File: src/rtl/perceptron_update_if.sv
// Update-command and input-stream channel between a training controller and perceptron_update.
// The controller side is the master; the weight-update engine is the slave.
interface perceptron_update_if #(
    parameter int PREC = 16
);
    logic            upd_valid;
    logic            upd_ready;
    logic [PREC-1:0] y_pred;
    logic [PREC-1:0] y_tgt;
    logic            x_valid;
    logic            x_ready;
    logic [PREC-1:0] x_data;
    logic            x_last;

    modport master (
        output upd_valid, y_pred, y_tgt, x_valid, x_data, x_last,
        input  upd_ready, x_ready
    );

    modport slave (
        input  upd_valid, y_pred, y_tgt, x_valid, x_data, x_last,
        output upd_ready, x_ready
    );
endinterface

File: src/rtl/perceptron_update.sv
// Perceptron weight store with the learning rule w[i] += lr*(y_tgt-y_pred)*x[i].
// One command latches the error, then N streamed inputs update the weights in order.
module perceptron_update #(
    parameter int PREC     = 16,
    parameter int FRAC     = 8,
    parameter int N        = 8,
    parameter int LR_SHIFT = 4
) (
    input  logic                 clk,
    input  logic                 reset_,
    input  logic                 wclr,
    perceptron_update_if.slave   bus,
    input  logic [$clog2(N)-1:0] rd_addr,
    output logic [PREC-1:0]      rd_data,
    output logic                 busy,
    output logic                 done,
    output logic                 len_err
);
    localparam int IDXW     = $clog2(N);
    localparam int SH       = FRAC + LR_SHIFT;
    localparam int PW       = 2 * PREC + 1;
    localparam int SW       = 2 * PREC + 2;
    localparam int RD_DEPTH = 1 << IDXW;

    localparam logic signed [SW-1:0] SAT_HI = {{(SW-PREC+1){1'b0}}, {(PREC-1){1'b1}}};
    localparam logic signed [SW-1:0] SAT_LO = {{(SW-PREC+1){1'b1}}, {(PREC-1){1'b0}}};

    typedef enum logic [1:0] {
        IDLE   = 2'd0,
        STREAM = 2'd1,
        DONE   = 2'd2
    } state_t;

    state_t               state_reg, state_next;
    logic [IDXW-1:0]      idx_reg;
    logic signed [PREC:0] err_reg;
    logic [PREC-1:0]      w_reg [N];
    logic                 len_err_reg;

    logic                 upd_ready, x_ready;
    logic                 cmd_fire, beat, last_idx, clr_fire;
    logic signed [PW-1:0] err_ext, x_ext, prod, delta;
    logic signed [SW-1:0] w_sum;
    logic [PREC-1:0]      w_cur, w_new;

    assign cmd_fire = bus.upd_valid && upd_ready;
    assign beat     = bus.x_valid && x_ready;
    assign last_idx = (idx_reg == IDXW'(N - 1));
    assign clr_fire = wclr && (state_reg == IDLE);

    always_comb begin
        state_next = state_reg;
        upd_ready  = 1'b0;
        x_ready    = 1'b0;
        done       = 1'b0;
        busy       = 1'b1;
        case (state_reg)
            IDLE: begin
                busy      = 1'b0;
                upd_ready = !wclr;
                if (bus.upd_valid && !wclr)
                    state_next = STREAM;
            end
            STREAM: begin
                x_ready = 1'b1;
                if (bus.x_valid && (last_idx || bus.x_last))
                    state_next = DONE;
            end
            DONE: begin
                done       = 1'b1;
                state_next = IDLE;
            end
            default: state_next = IDLE;
        endcase
    end

    assign bus.upd_ready = upd_ready;
    assign bus.x_ready   = x_ready;
    assign len_err       = len_err_reg;

    // Product is kept at full width so the floor shift sees every fractional bit.
    assign w_cur   = w_reg[idx_reg];
    assign err_ext = {{PREC{err_reg[PREC]}}, err_reg};
    assign x_ext   = {{(PREC+1){bus.x_data[PREC-1]}}, bus.x_data};
    assign prod    = err_ext * x_ext;
    assign delta   = prod >>> SH;
    assign w_sum   = {delta[PW-1], delta} + {{(PREC+2){w_cur[PREC-1]}}, w_cur};

    always_comb begin
        w_new = w_sum[PREC-1:0];
        if (w_sum > SAT_HI)
            w_new = SAT_HI[PREC-1:0];
        else if (w_sum < SAT_LO)
            w_new = SAT_LO[PREC-1:0];
    end

    always_ff @(posedge clk or negedge reset_) begin
        if (!reset_) begin
            state_reg   <= IDLE;
            idx_reg     <= '0;
            err_reg     <= '0;
            len_err_reg <= 1'b0;
            for (int i = 0; i < N; i++)
                w_reg[i] <= '0;
        end else begin
            state_reg <= state_next;
            if (cmd_fire) begin
                err_reg <= {bus.y_tgt[PREC-1], bus.y_tgt} - {bus.y_pred[PREC-1], bus.y_pred};
                idx_reg <= '0;
            end
            if (beat) begin
                idx_reg        <= idx_reg + IDXW'(1);
                w_reg[idx_reg] <= w_new;
                // Flags both a missing x_last on the final slot and an early x_last.
                if (bus.x_last != last_idx)
                    len_err_reg <= 1'b1;
            end
            if (clr_fire) begin
                for (int i = 0; i < N; i++)
                    w_reg[i] <= '0;
            end
        end
    end

    // Read table padded to a power of two so out-of-range addresses return zero.
    logic [PREC-1:0] rd_tab [RD_DEPTH];

    generate
        for (genvar gi = 0; gi < RD_DEPTH; gi++) begin : g_rd
            if (gi < N) begin : g_w
                assign rd_tab[gi] = w_reg[gi];
            end else begin : g_z
                assign rd_tab[gi] = '0;
            end
        end
    endgenerate

    assign rd_data = rd_tab[rd_addr];
endmodule

File: src/flat_wrapper.sv
// flat-port wrapper written by rule: the top's interface ports become plain ports
module perceptron_update_flat 
#(
    parameter int PREC     = 16,
    parameter int FRAC     = 8,
    parameter int N        = 8,
    parameter int LR_SHIFT = 4
)
  (clk, reset_, wclr, rd_addr, rd_data, busy, done, len_err, bus_upd_valid, bus_y_pred, bus_y_tgt, bus_x_valid, bus_x_data, bus_x_last, bus_upd_ready, bus_x_ready);
  perceptron_update_if #(.PREC(PREC)) bus_i ();
  input  logic clk;
  input  logic reset_;
  input  logic wclr;
  input  logic [$clog2(N)-1:0] rd_addr;
  output logic [PREC-1:0] rd_data;
  output logic busy;
  output logic done;
  output logic len_err;
  input wire logic [$bits(bus_i.upd_valid)-1:0] bus_upd_valid;
  input wire logic [$bits(bus_i.y_pred)-1:0] bus_y_pred;
  input wire logic [$bits(bus_i.y_tgt)-1:0] bus_y_tgt;
  input wire logic [$bits(bus_i.x_valid)-1:0] bus_x_valid;
  input wire logic [$bits(bus_i.x_data)-1:0] bus_x_data;
  input wire logic [$bits(bus_i.x_last)-1:0] bus_x_last;
  output wire logic [$bits(bus_i.upd_ready)-1:0] bus_upd_ready;
  output wire logic [$bits(bus_i.x_ready)-1:0] bus_x_ready;
  assign bus_i.upd_valid = bus_upd_valid;
  assign bus_i.y_pred = bus_y_pred;
  assign bus_i.y_tgt = bus_y_tgt;
  assign bus_i.x_valid = bus_x_valid;
  assign bus_i.x_data = bus_x_data;
  assign bus_i.x_last = bus_x_last;
  assign bus_upd_ready = bus_i.upd_ready;
  assign bus_x_ready = bus_i.x_ready;
  perceptron_update #(.PREC(PREC), .FRAC(FRAC), .N(N), .LR_SHIFT(LR_SHIFT)) u_core (.clk(clk), .reset_(reset_), .wclr(wclr), .bus(bus_i), .rd_addr(rd_addr), .rd_data(rd_data), .busy(busy), .done(done), .len_err(len_err));
endmodule
File: config.mk
export PLATFORM = sky130hd
export DESIGN_NAME = perceptron_update_flat
export DESIGN_NICKNAME = d
export VERILOG_FILES = /design/src/rtl/perceptron_update_if.sv /design/src/rtl/perceptron_update.sv /design/src/flat_wrapper.sv
export SDC_FILE = /design/constraint.sdc
export NUM_CORES = 1
export LEC_CHECK = 0
export ABC_CLOCK_PERIOD_IN_PS = 10470
export BUFFER_PORTS_ARGS = -buffer_cell sky130_fd_sc_hd__buf_2
export CAP_MARGIN = 20
export CORE_MARGIN = 5
export CORE_UTILIZATION = 43
export CTS_CLUSTER_DIAMETER = 60
export DETAILED_ROUTE_END_ITERATION = 16
export SLEW_MARGIN = 20
export SYNTH_ARGS = -nofsm -noshare
export SYNTH_HDL_FRONTEND = slang
export SYNTH_SLANG_ARGS = --single-unit
export TNS_END_PERCENT = 20
File: constraint.sdc
create_clock -name clk -period 10.47 [get_ports clk]
set_clock_uncertainty 0.2 [all_clocks]
set_input_delay 2.094 -clock clk [delete_from_list [all_inputs] [get_ports clk]]
set_output_delay 2.094 -clock clk [all_outputs]
set_load 0.005 [all_outputs]
# Word level (Yosys, flattened, before mapping)
# Cells that the tools add are included.
[word_totals]
ff_bits = 151
inputBits = 57
output_inout_bits = 21
wordCells = 64
[classes]
n_addsub = 3
multipliers = 1
n_lt_le_gt_ge = 5
n_eq_ne = 6
muxes = 22
bitwise = 2
reduce_logical = 13
[op_table]
columns = ["op", "n"]
rows = [
  ["2-to-1 mux 128 bit", 2],
  ["bitwise mux 128 bit", 1],
  ["2-to-1 mux 16 bit", 7],
  ["binary-select mux 16 bit (select 3 bit)", 2],
  ["demux 16 bit (select 3 bit)", 1],
  ["> comparator 34 x 16 -> 1 bit (second input constant)", 1],
  ["< comparator 34 x 16 -> 1 bit (second input constant)", 1],
  ["multiplier 17 x 16 -> 33 bit", 1],
  ["adder 21 x 16 -> 22 bit", 1],
  ["subtractor 16 x 16 -> 17 bit", 1],
  ["greater-or-equal comparator 4 bit (second input constant)", 2],
  ["NOT 3 -> 4 bit", 2],
  ["logical AND 1 bit", 6],
  ["2-to-1 mux 3 bit", 2],
  ["< comparator 4 x 1 -> 1 bit (second input constant)", 1],
  ["2-to-1 mux 1 bit", 4],
  ["2-to-1 mux 2 bit", 2],
  ["case mux 2 bit (2 select lines)", 1],
  ["AND reduction 2 bit", 2],
  ["nonzero test 2 bit", 2],
  ["adder 3 x 1 -> 3 bit (second input constant)", 1],
  ["equality test 3 bit (second input constant)", 1],
  ["equality test 2 x 1 -> 1 bit (second input constant)", 1],
  ["equality test 2 bit (second input constant)", 1],
  ["6 further kinds", 6],
]

# Logic depth before layout (Yosys ltp)
# Gate-level depths: netlist of run 1.
[depth]
depth_word = 11
ltp_mapped = 37
ltp_nobuf = 33

# Worst setup path before layout of run 1
# OpenSTA, ideal clock, no wires.
[synth_path]
kind = "input-to-reg"
startpoint = "input port bus_x_data[6]"
endpoint = "register u_core.w_reg, in the netlist u_core.rd_tab[0]"
setup_time_ps = 126
arrival_time_ps = 10440
required_time_ps = 10144
path_slack_ps = -296
path_stages = 35
path_buffers = 4
path_cell_list = "clkbuf_1 and2_1 fa_1 inv_1 fa_1 fa_1 fa_1 inv_1 fa_1 inv_1 fa_1 inv_1 ha_1 a21oi_1 o21ai_0 a2111o_1 a31oi_1 o31a_1 o21ai_0 a21oi_1 o21bai_1 xor2_1 ha_1 buf_6 a21o_1 or4_1 o21ba_1 a21o_1 a21oi_2 o2bb2ai_4 xor2_4 buf_12 a21oi_2 buf_6 a221o_1"
[synth_between]
elab_chain_cells = 8
elab_cells_between_ends = 9
classes_between = "add/sub: 1; mul: 1; order compare: 2; mux: 5"
[synth_rtl]
columns = ["item", "line_no", "rtl"]
rows = [
  ["start: declaration", "flat_wrapper.sv:23", "input wire logic [$bits(bus_i.x_data)-1:0] bus_x_data;"],
  ["multiplier 17 x 16 -> 33 bit *", "perceptron_update.sv:85", "assign prod = err_ext * x_ext;"],
  ["adder 21 x 16 -> 22 bit *", "perceptron_update.sv:87", "assign w_sum = {delta[PW-1], delta} + {{(PREC+2){w_cur[PREC-1]}}, w_cur};"],
  ["< comparator 34 x 16 -> 1 bit", "perceptron_update.sv:93", "else if (w_sum < SAT_LO)"],
  ["2-to-1 mux 16 bit", "perceptron_update.sv:93", ""],
  ["2-to-1 mux 16 bit *", "perceptron_update.sv:91", "if (w_sum > SAT_HI)"],
  ["bitwise mux 128 bit *", "perceptron_update.sv:113", "w_reg[idx_reg] <= w_new;"],
  ["2-to-1 mux 128 bit *", "perceptron_update.sv:111", "if (beat) begin"],
  ["2-to-1 mux 128 bit *", "perceptron_update.sv:118", "if (clr_fire) begin"],
  ["end signal: indexed assignment", "perceptron_update.sv:113", ""],
  ["end: declaration", "perceptron_update.sv:37", "logic [PREC-1:0] w_reg [N];"],
]
# Every way passes the cells marked *; elsewhere a longest branch is shown, timed or not. The select of a mux whose other input is x is not followed.
# A chain may end at the register's enable or synchronous reset.

# Worst setup path in the final report of run 1
[layout_path]
startpoint = "input port bus_x_data[3]"
endpoint = "register u_core.w_reg, in the netlist u_core.rd_tab[43]"
# The elaborated chain is that of the path after synthesis.

==> results.yml, run 1 <==
logic_synthesis:
  ys_types: 73
  syn_avg_cell_area_um2: 9.94
  ys_seq_area_share_pct: 19.1
  async_flop_share_pct: 100
  synth_cells: 1989
  yosys_warnings: 0
  netlist_area_um2: 19800
  synth_fp_nets: 2447
  synthFlopType: "dfrtp_1"
  synth-seq-cells: 151
  synth_edf_count: 0
placed_design:
  io_buffer_count: 77
  place.gp.congestion: 0.876
  hpwl_mm: 43.4
  dp_slack_ns: -0.395
die:
  die_h_um: 224
  io_pins: 78
  rows: 78
  dieArea_um2: 50400
  core-area_um2: 45400
  start_util_pct: 43.6
  die_w_um: 224
hold_path:
  hold_class: "reg -> reg"
  min_delay_path_depth: 1
worst_setup_path:
  critPathSlowestCell: "fa_1"
  worst_path_largest_cell_delay_ns: 0.60
  critical_path_class: "in -> reg"
  endpoint_kind: "flip-flop"
  crit_arrival_ns: 10.35
  crit_path_start_kind: "input port"
  r2r.worst_path.cells: 31
  path_common_cell: "fa_1"
  required_ns: 10.65
  cp_max_fo: 8
global_routing:
  grt_max_degree: 95
  grt_use_met2_pct: 35.7
  grt_use_met3_pct: 5.12
  track_usage_pct: 23.0
  grt.busiest_layer: "met2"
  grt_overflow_total: 0
  grt_pass1_wl_mm: 91.9
  grt_pass1_vias: 16500
  antenna_found_initial: 0
  use_met1_pct: 33.6
clocking:
  insertion_delay_ns: 0.45
  cts_sinks: 151
  clk_pin_slew_ns: 0.07
  root_buffer: "clkbuf_16"
  cts_made_buffers: 17
  clk_path_buf_depth: 2
  cts_tree: "done"
  htree_levels: 4
sta:
  worstMarginPinSlew_ns: 1.14
  fin_crit_sh_pct: 97.1
  setup_viol: 0
  final-hold-violation-count: 0
  fmax_mhz: 98.4
  slew_headroom_pct: 24.3
  maxSlewViolCount: 0
  fin_ws_ns: 0.305
  min_period_ns: 10.17
routing:
  drt-pass1-iter-count: 6
  vias: 16100
  routed_wl_mm: 58.1
  viasPerCell: 5.77
  drc: 0
  wl_per_cell_um: 20.7
  drt_iter0_drc: 1385
  drtAntennaViolNets: 0
finish:
  seqCellArea_um2: 3780
  syn_to_final_growth_pct: 16.7
  fillers: 4160
  drive_gt1_share_pct: 21.1
  multiInputGateArea_um2: 14400
  num_antenna_cells: 0
  fin_nets: 2645
  largest_register_ffs: 128
job:
  max-cap-violations: 0
status:
  status: "completed"
-- cells in the mapped netlist (12+ instances only) --
cell type    n  area (um2)
ha_1       124        1550
mux2_2      17         191
a221o_2     17         191
mux4_2      32         721
a21oi_1     43         215
clkbuf_1    73         274
a221o_1     83         831
xor2_1      15         131
dfrtp_1    151        3780
nand3_1     28         140
nor2_1      42         158
o21ai_0     52         260
and2_1     130         813
a22oi_1     64         480
fa_1       277        5550
nor3_1      12        60.1
buf_6       15         169
a21o_1      15         113
xnor2_1     33         289
nand2_1    208         781
nand4_1     20         125
inv_1      370        1390
-- placed cells by master, fill, tap and decap left out, drive strengths merged, types with 8 or more instances in the layout --
cell type | netlist | routed
dfrtp | 151 | 151
clkbuf | 73 | 20
and2 | 130 | 130
o31ai | 10 | 10
buf | 25 | 272
a21oi | 51 | 51
a221o | 100 | 100
nand2 | 209 | 210
xor2 | 16 | 16
o21a | 10 | 10
ha | 124 | 124
nand3 | 28 | 28
a21o | 15 | 15
mux2 | 17 | 17
nand4 | 20 | 20
inv | 370 | 376
o211ai | 16 | 16
nor3 | 13 | 13
mux4 | 32 | 32
a22o | 9 | 9
xnor2 | 33 | 33
a22oi | 64 | 64
fa | 277 | 277
nor2b | 8 | 8
o21ai | 52 | 52
and3 | 9 | 9
nor2 | 42 | 42
o41ai | 11 | 11
-- layout make-up --
type | instances | area share, %
well taps | 600 | 3.25
repair buffers | 275 | 9.21
flip-flops and latches | 151 | 16.4
multi-input cells | 1372 | 62.5
clock buffers | 17 | 1.84
clock inverters | 15 | 0.841
inverters | 370 | 6.02
-- worst paths after layout --
path | endpoint | startpoint | slack (ns)
worst min register to register | u_core.len_err | u_core.len_err | 0.26
min in group asynchronous | u_core.rd_tab[19] | reset_ | 1.54
max in group asynchronous | u_core.rd_tab[121] | reset_ | 7.16
worst min-delay path | u_core.len_err | u_core.len_err | 0.26
worst max-delay path | u_core.rd_tab[43] | bus_x_data[3] | 0.30
worst max register to register | u_core.rd_tab[43] | u_core.err_reg[9] | 1.21
-- cells by family after synthesis --
logic type / count (synthesis) / share of synthesized area (%)
AND/OR/NAND/NOR: 493 / 12.5
flip-flops: 151 / 19.1
AO/OA/AOI/OAI: 378 / 16.0
XOR/XNOR: 49 / 2.27
adder cells (fa/ha/maj): 401 / 35.9
multiplexers: 49 / 4.61
buffers and inverters: 468 / 9.56
-- metrics by stage --
stage	cell area (um2)	std cells	setup TNS (ns)	util, %	hold WS, ns
floorplan	19800	1989	0	-	0.251
global placement	22000	2747	-21.99	48.5	0.245
detailed placement	22000	2747	-36.04	48.5	0.244
CTS	22600	2779	0	49.9	0.263
global route	23100	2800	-0.197	50.8	0.282
finish	23100	2800	0	50.8	0.261
-- layer usage --
metal  wire length (um)  up-vias  share of wire (%)
met5                  0        -                  0
li1                   -     7071                  -
met3               4940      109                8.5
met2              26500      722                 46
met1              25400     8244                 44
met4               1170        0                2.0
-- worst max-delay path, delay by kind of cell --
kind            cells  cell delay (ns)
fa+ha+maj           8             3.85
compound gates      9             1.90
simple gates        7             1.18
buf+inv             8             0.95
mux                 1             0.27
xor+xnor            1             0.08
-- what timing repair did --
item                       in CTS  in global routing
setup endpoints to repair       0                120
buffers inserted                0                 18
gates resized for setup         0                 65
hold buffers                    0                  0
Power of run 1 is not shown: default switching activity piles up to over one toggle a cycle in this logic, so the estimate is an artifact.
==> run 2, diff against run 1 <==
Settings changed: GPL_TIMING_DRIVEN set to 0.
==> results.yml, run 2 (synthesis results as in run 1) <==
worst_setup_path:
  critical_path_class: "in -> reg"
  crit_path_start_kind: "input port"
  required_ns: 10.64
  critPathSlowestCell: "fa_1"
  worst_path_largest_cell_delay_ns: 0.54
  cp_max_fo: 7
  ff2ff_setup_slack_ns: 0.74
  endpoint_kind: "flip-flop"
  crit_arrival_ns: 10.53
  path_common_cell: "fa_1"
sta:
  rsz0062_at_grt: "yes"
  min_period_ns: 10.36
  setup_viol: 0
  final-hold-violation-count: 0
  worstMarginPinSlew_ns: 1.18
  fmax_mhz: 96.6
  fin_crit_sh_pct: 98.9
  slew_headroom_pct: 20.8
  maxSlewViolCount: 0
finish:
  num_antenna_cells: 0
  fillers: 4225
  drive_gt1_share_pct: 18.0
  final_common_cell: "inv_1"
  fin_nets: 2601
  layout_common_cells: "inv_1, fa_1, nand2_1"
  finish.instance_area_um2: 22800
  largest_register_ffs: 128
  syn_to_final_growth_pct: 15.3
clocking:
  cts_sinks: 151
  clk_pin_slew_ns: 0.07
  cts_made_buffers: 17
  insertion_delay_ns: 0.44
  root_buffer: "clkbuf_16"
  cts_tree: "done"
  clk_path_buf_depth: 2
  htree_levels: 4
placed_design:
  io_buffer_count: 72
  dpl-instance-area_um2: 21000
  hpwl_mm: 48.0
  place.gp.congestion: 0.939
die:
  die_w_um: 224
  dieArea_um2: 50400
  die_h_um: 224
  rows: 78
  start_util_pct: 43.6
  io_pins: 78
  core-area_um2: 45400
status:
  status: "completed"
routing:
  drt-pass1-iter-count: 6
  drc: 0
  viasPerCell: 5.83
  wl_per_cell_um: 21.8
  drtAntennaViolNets: 0
  drt_iter0_drc: 1542
  vias: 16100
  routed_wl_mm: 60.1
global_routing:
  grt_pass1_wl_mm: 94.0
  track_usage_pct: 23.8
  grt_max_degree: 94
  grt_pass1_vias: 16600
  grt_overflow_total: 0
  antenna_found_initial: 1
job:
  max-cap-violations: 0
hold_path:
  hold_class: "reg -> reg"
[run 2: cell types whose count changed in the layout (fill, tap and decap cells not counted), moves of 9 or more]
cell | before | now
a21oi_2 | 17 | 5
buf_4 | 180 | 55
buf_6 | 6 | 25
buf_8 | 1 | 12
clkbuf_1 | 0 | 55
inv_1 | 367 | 358
inv_2 | 3 | 12
[run 2: routing by layer]
metal | vias to the layer above | GRT usage, % | routed length, um | share of wire [%]
met3 | 112 | 6.19 | 5460 | 9.1
met1 | 8226 | 34.0 | 26200 | 44
li1 | 6975 | - | - | -
met2 | 746 | 36.6 | 27000 | 45
met4 | 2 | 5.42 | 1340 | 2.2
met5 | - | 0 | 13 | 0.022
[run 2: critical path, delay by kind of cell]
kind	cells	cell delay, ns
AO/OA/AOI/OAI	14	3.04
XOR/XNOR	1	0.17
adder cells (fa/ha/maj)	8	3.47
buffers and inverters	9	0.92
AND/OR/NAND/NOR	4	0.81
[run 2: what timing repair did]
item | in CTS | in global routing
pin swaps | 36 | 102
buffers inserted | 42 | 20
resized for setup | 87 | 99
setup endpoints to repair | 128 | 124
gates cloned | 2 | 4
hold buffers | 0 | 0
[run 2: cell type report]
type | instances | area [um2] | area share [%]
Tap cell | 600 | 751 | 3.29
Buffer | 91 | 632 | 2.77
Timing Repair Buffer | 142 | 1130 | 4.97
Sequential cell | 151 | 3780 | 16.6
Inverter | 370 | 1390 | 6.09
Clock inverter | 11 | 150 | 0.659
Clock buffer | 21 | 440 | 1.93
Multi-Input combinational cell | 1370 | 14500 | 63.7
[run 2: path summary, 6_finish.rpt]
path | startpoint | to | cells past startpoint
min reg2reg | u_core.len_err | u_core.len_err | 1
min in group asynchronous | reset_ | u_core.rd_tab[98] | 1
max | bus_x_data[6] | u_core.rd_tab[40] | 36
max reg2reg | u_core.err_reg[7] | u_core.rd_tab[40] | 34
max in group asynchronous | reset_ | u_core.rd_tab[41] | 2
min | u_core.len_err | u_core.len_err | 1
[run 2: stage by stage]
stage	worst slack (ns)	utilization, %	instances	hold slack (ns)	setup TNS, ns
after floorplan	0.0127	-	1989	0.251	0
after global placement	-1.56	46.1	2661	0.248	-171.67
after detailed placement	-1.63	46.3	2665	0.246	-178.42
after CTS	-0.0608	49.0	2735	0.266	-0.505
after global routing	-0.151	50.2	2756	0.302	-7.84
final	0.113	50.2	2756	0.264	0
Power of run 2 is left out for the same reason.
==> run 3, diff against run 2 <==
Settings changed: CORE_UTILIZATION 43 to 57, PLACE_DENSITY set to 0.74.
==> results.yml, run 3 (synthesis results as in run 1) <==
status:
  status: "finished with violations"
  violations: "setup timing"
global_routing:
  track_usage_pct: 31.7
  grt_overflow_total: 0
  antenna_found_initial: 2
  grt_pass1_vias: 17300
  grt_max_degree: 57
  grt_pass1_wl_mm: 95.3
finish:
  fin_nets: 2600
  drive_gt1_share_pct: 16.8
  final_common_cell: "inv_1"
  layout_common_cells: "inv_1, fa_1, nand2_1"
  largest_register_ffs: 128
  num_antenna_cells: 0
  syn_to_final_growth_pct: 13.2
sta:
  final-hold-violation-count: 0
  setup_viol: 87
  worstMarginPinSlew_ns: 1.05
  min_period_ns: 10.56
  fin_setup_tns_ns: -3.70
  rsz0062_at_grt: "yes"
  fin_crit_sh_pct: 101
  maxSlewViolCount: 0
  slew_headroom_pct: 30.3
  fin_ws_ns: -0.0940
  fmax_mhz: 94.7
die:
  dieArea_um2: 38500
  core-area_um2: 34400
  start_util_pct: 57.5
  rows: 68
  die_w_um: 196
  die_h_um: 196
  io_pins: 78
worst_setup_path:
  path_common_cell: "fa_1"
  cp_max_fo: 5
  crit_path_start_kind: "input port"
  critical_path_class: "in -> reg"
  required_ns: 10.60
  worst_path_largest_cell_delay_ns: 0.58
  critPathSlowestCell: "fa_1"
  endpoint_kind: "flip-flop"
  crit_arrival_ns: 10.70
placed_design:
  io_buffer_count: 72
  place.gp.congestion: 0.927
  hpwl_mm: 46.7
clocking:
  clk_path_buf_depth: 2
  cts_tree: "done"
  cts_sinks: 151
  root_buffer: "clkbuf_16"
  cts_made_buffers: 17
  clk_pin_slew_ns: 0.07
  insertion_delay_ns: 0.47
  htree_levels: 4
routing:
  drc: 0
  drt_iter0_drc: 2022
  wl_per_cell_um: 23.1
  drtAntennaViolNets: 0
  routed_wl_mm: 60.3
  drt-pass1-iter-count: 6
  viasPerCell: 6.36
  vias: 16600
hold_path:
  hold_class: "reg -> reg"
job:
  max-cap-violations: 0
run 3: changes by cell type in the layout (fill, tap and decap cells not counted), moves of 4 or more:
| cell | previous run | this run |
|---|---|---|
| and2_1 | 122 | 126 |
| and2_4 | 8 | 3 |
| buf_8 | 12 | 7 |
| ha_1 | 114 | 120 |
| ha_4 | 8 | 3 |
| inv_1 | 358 | 363 |
| inv_2 | 12 | 7 |
| inv_6 | 1 | 5 |
run 3: repair_timing:
item                                    CTS  global route
cloned                                    3             2
hold buffers                              0             0
endpoints found under the hold margin     0             0
pin swaps                                59            56
endpoints found under the setup margin  128           125
setup buffers                            46             8
resized for setup                        95            45
run 3: per-layer routing:
metal	global-route usage, %	routed length, um	vias up
met5	0	34	-
met4	11.3	2350	2
met3	8.17	6030	202
met2	50.7	28200	959
met1	42.3	23600	8449
li1	-	-	6979
run 3: path summary, 6_finish.rpt:
kind,startpoint,to,slack [ns],cells past startpoint
min,u_core.len_err,u_core.len_err,0.27,1
max reg2reg,u_core.err_reg[8],u_core.rd_tab[75],0.53,35
min reg2reg,u_core.len_err,u_core.len_err,0.27,1
min in group asynchronous,reset_,u_core.rd_tab[99],1.34,1
max,bus_x_data[6],u_core.rd_tab[75],-0.09,37
max in group asynchronous,reset_,u_core.rd_tab[55],7.79,3
run 3: worst max-delay path, delay by kind of cell:
kind | cells | cell delay [ns]
AOI/OAI and AO/OA | 14 | 2.81
buffers and inverters | 11 | 1.26
and+or+nand+nor | 3 | 0.43
adders and majority gates | 8 | 3.80
xor gates and xnor gates | 1 | 0.27
run 3: layout make-up:
class	count	area (um2)
repair buffers	138	1060
inverters	370	1390
well taps	455	569
fillers	2734	12000
plain buffers	94	627
clock inverters	15	153
clock buffers	17	425
multi-input cells	1370	14400
flip-flops and latches	151	3780
run 3: stage by stage:
| step | cells | hold WS [ns] | utilization [%] | cell area (um2) | setup slack [ns] |
|---|---|---|---|---|---|
| 6_report | 2610 | 0.267 | 65.1 | 22400 | -0.0940 |
| 5_1_grt | 2610 | 0.308 | 65.1 | 22400 | -0.367 |
| 4_1_cts | 2600 | 0.275 | 64.5 | 22200 | -0.0457 |
| 3_5_place_dp | 2522 | 0.259 | 60.6 | 20800 | -1.72 |
| 3_3_place_gp | 2516 | 0.244 | 60.3 | 20700 | -1.70 |
| 2_1_floorplan | 1989 | 0.251 | - | 19800 | 0.0127 |
Power of run 3 is left out for the same reason.
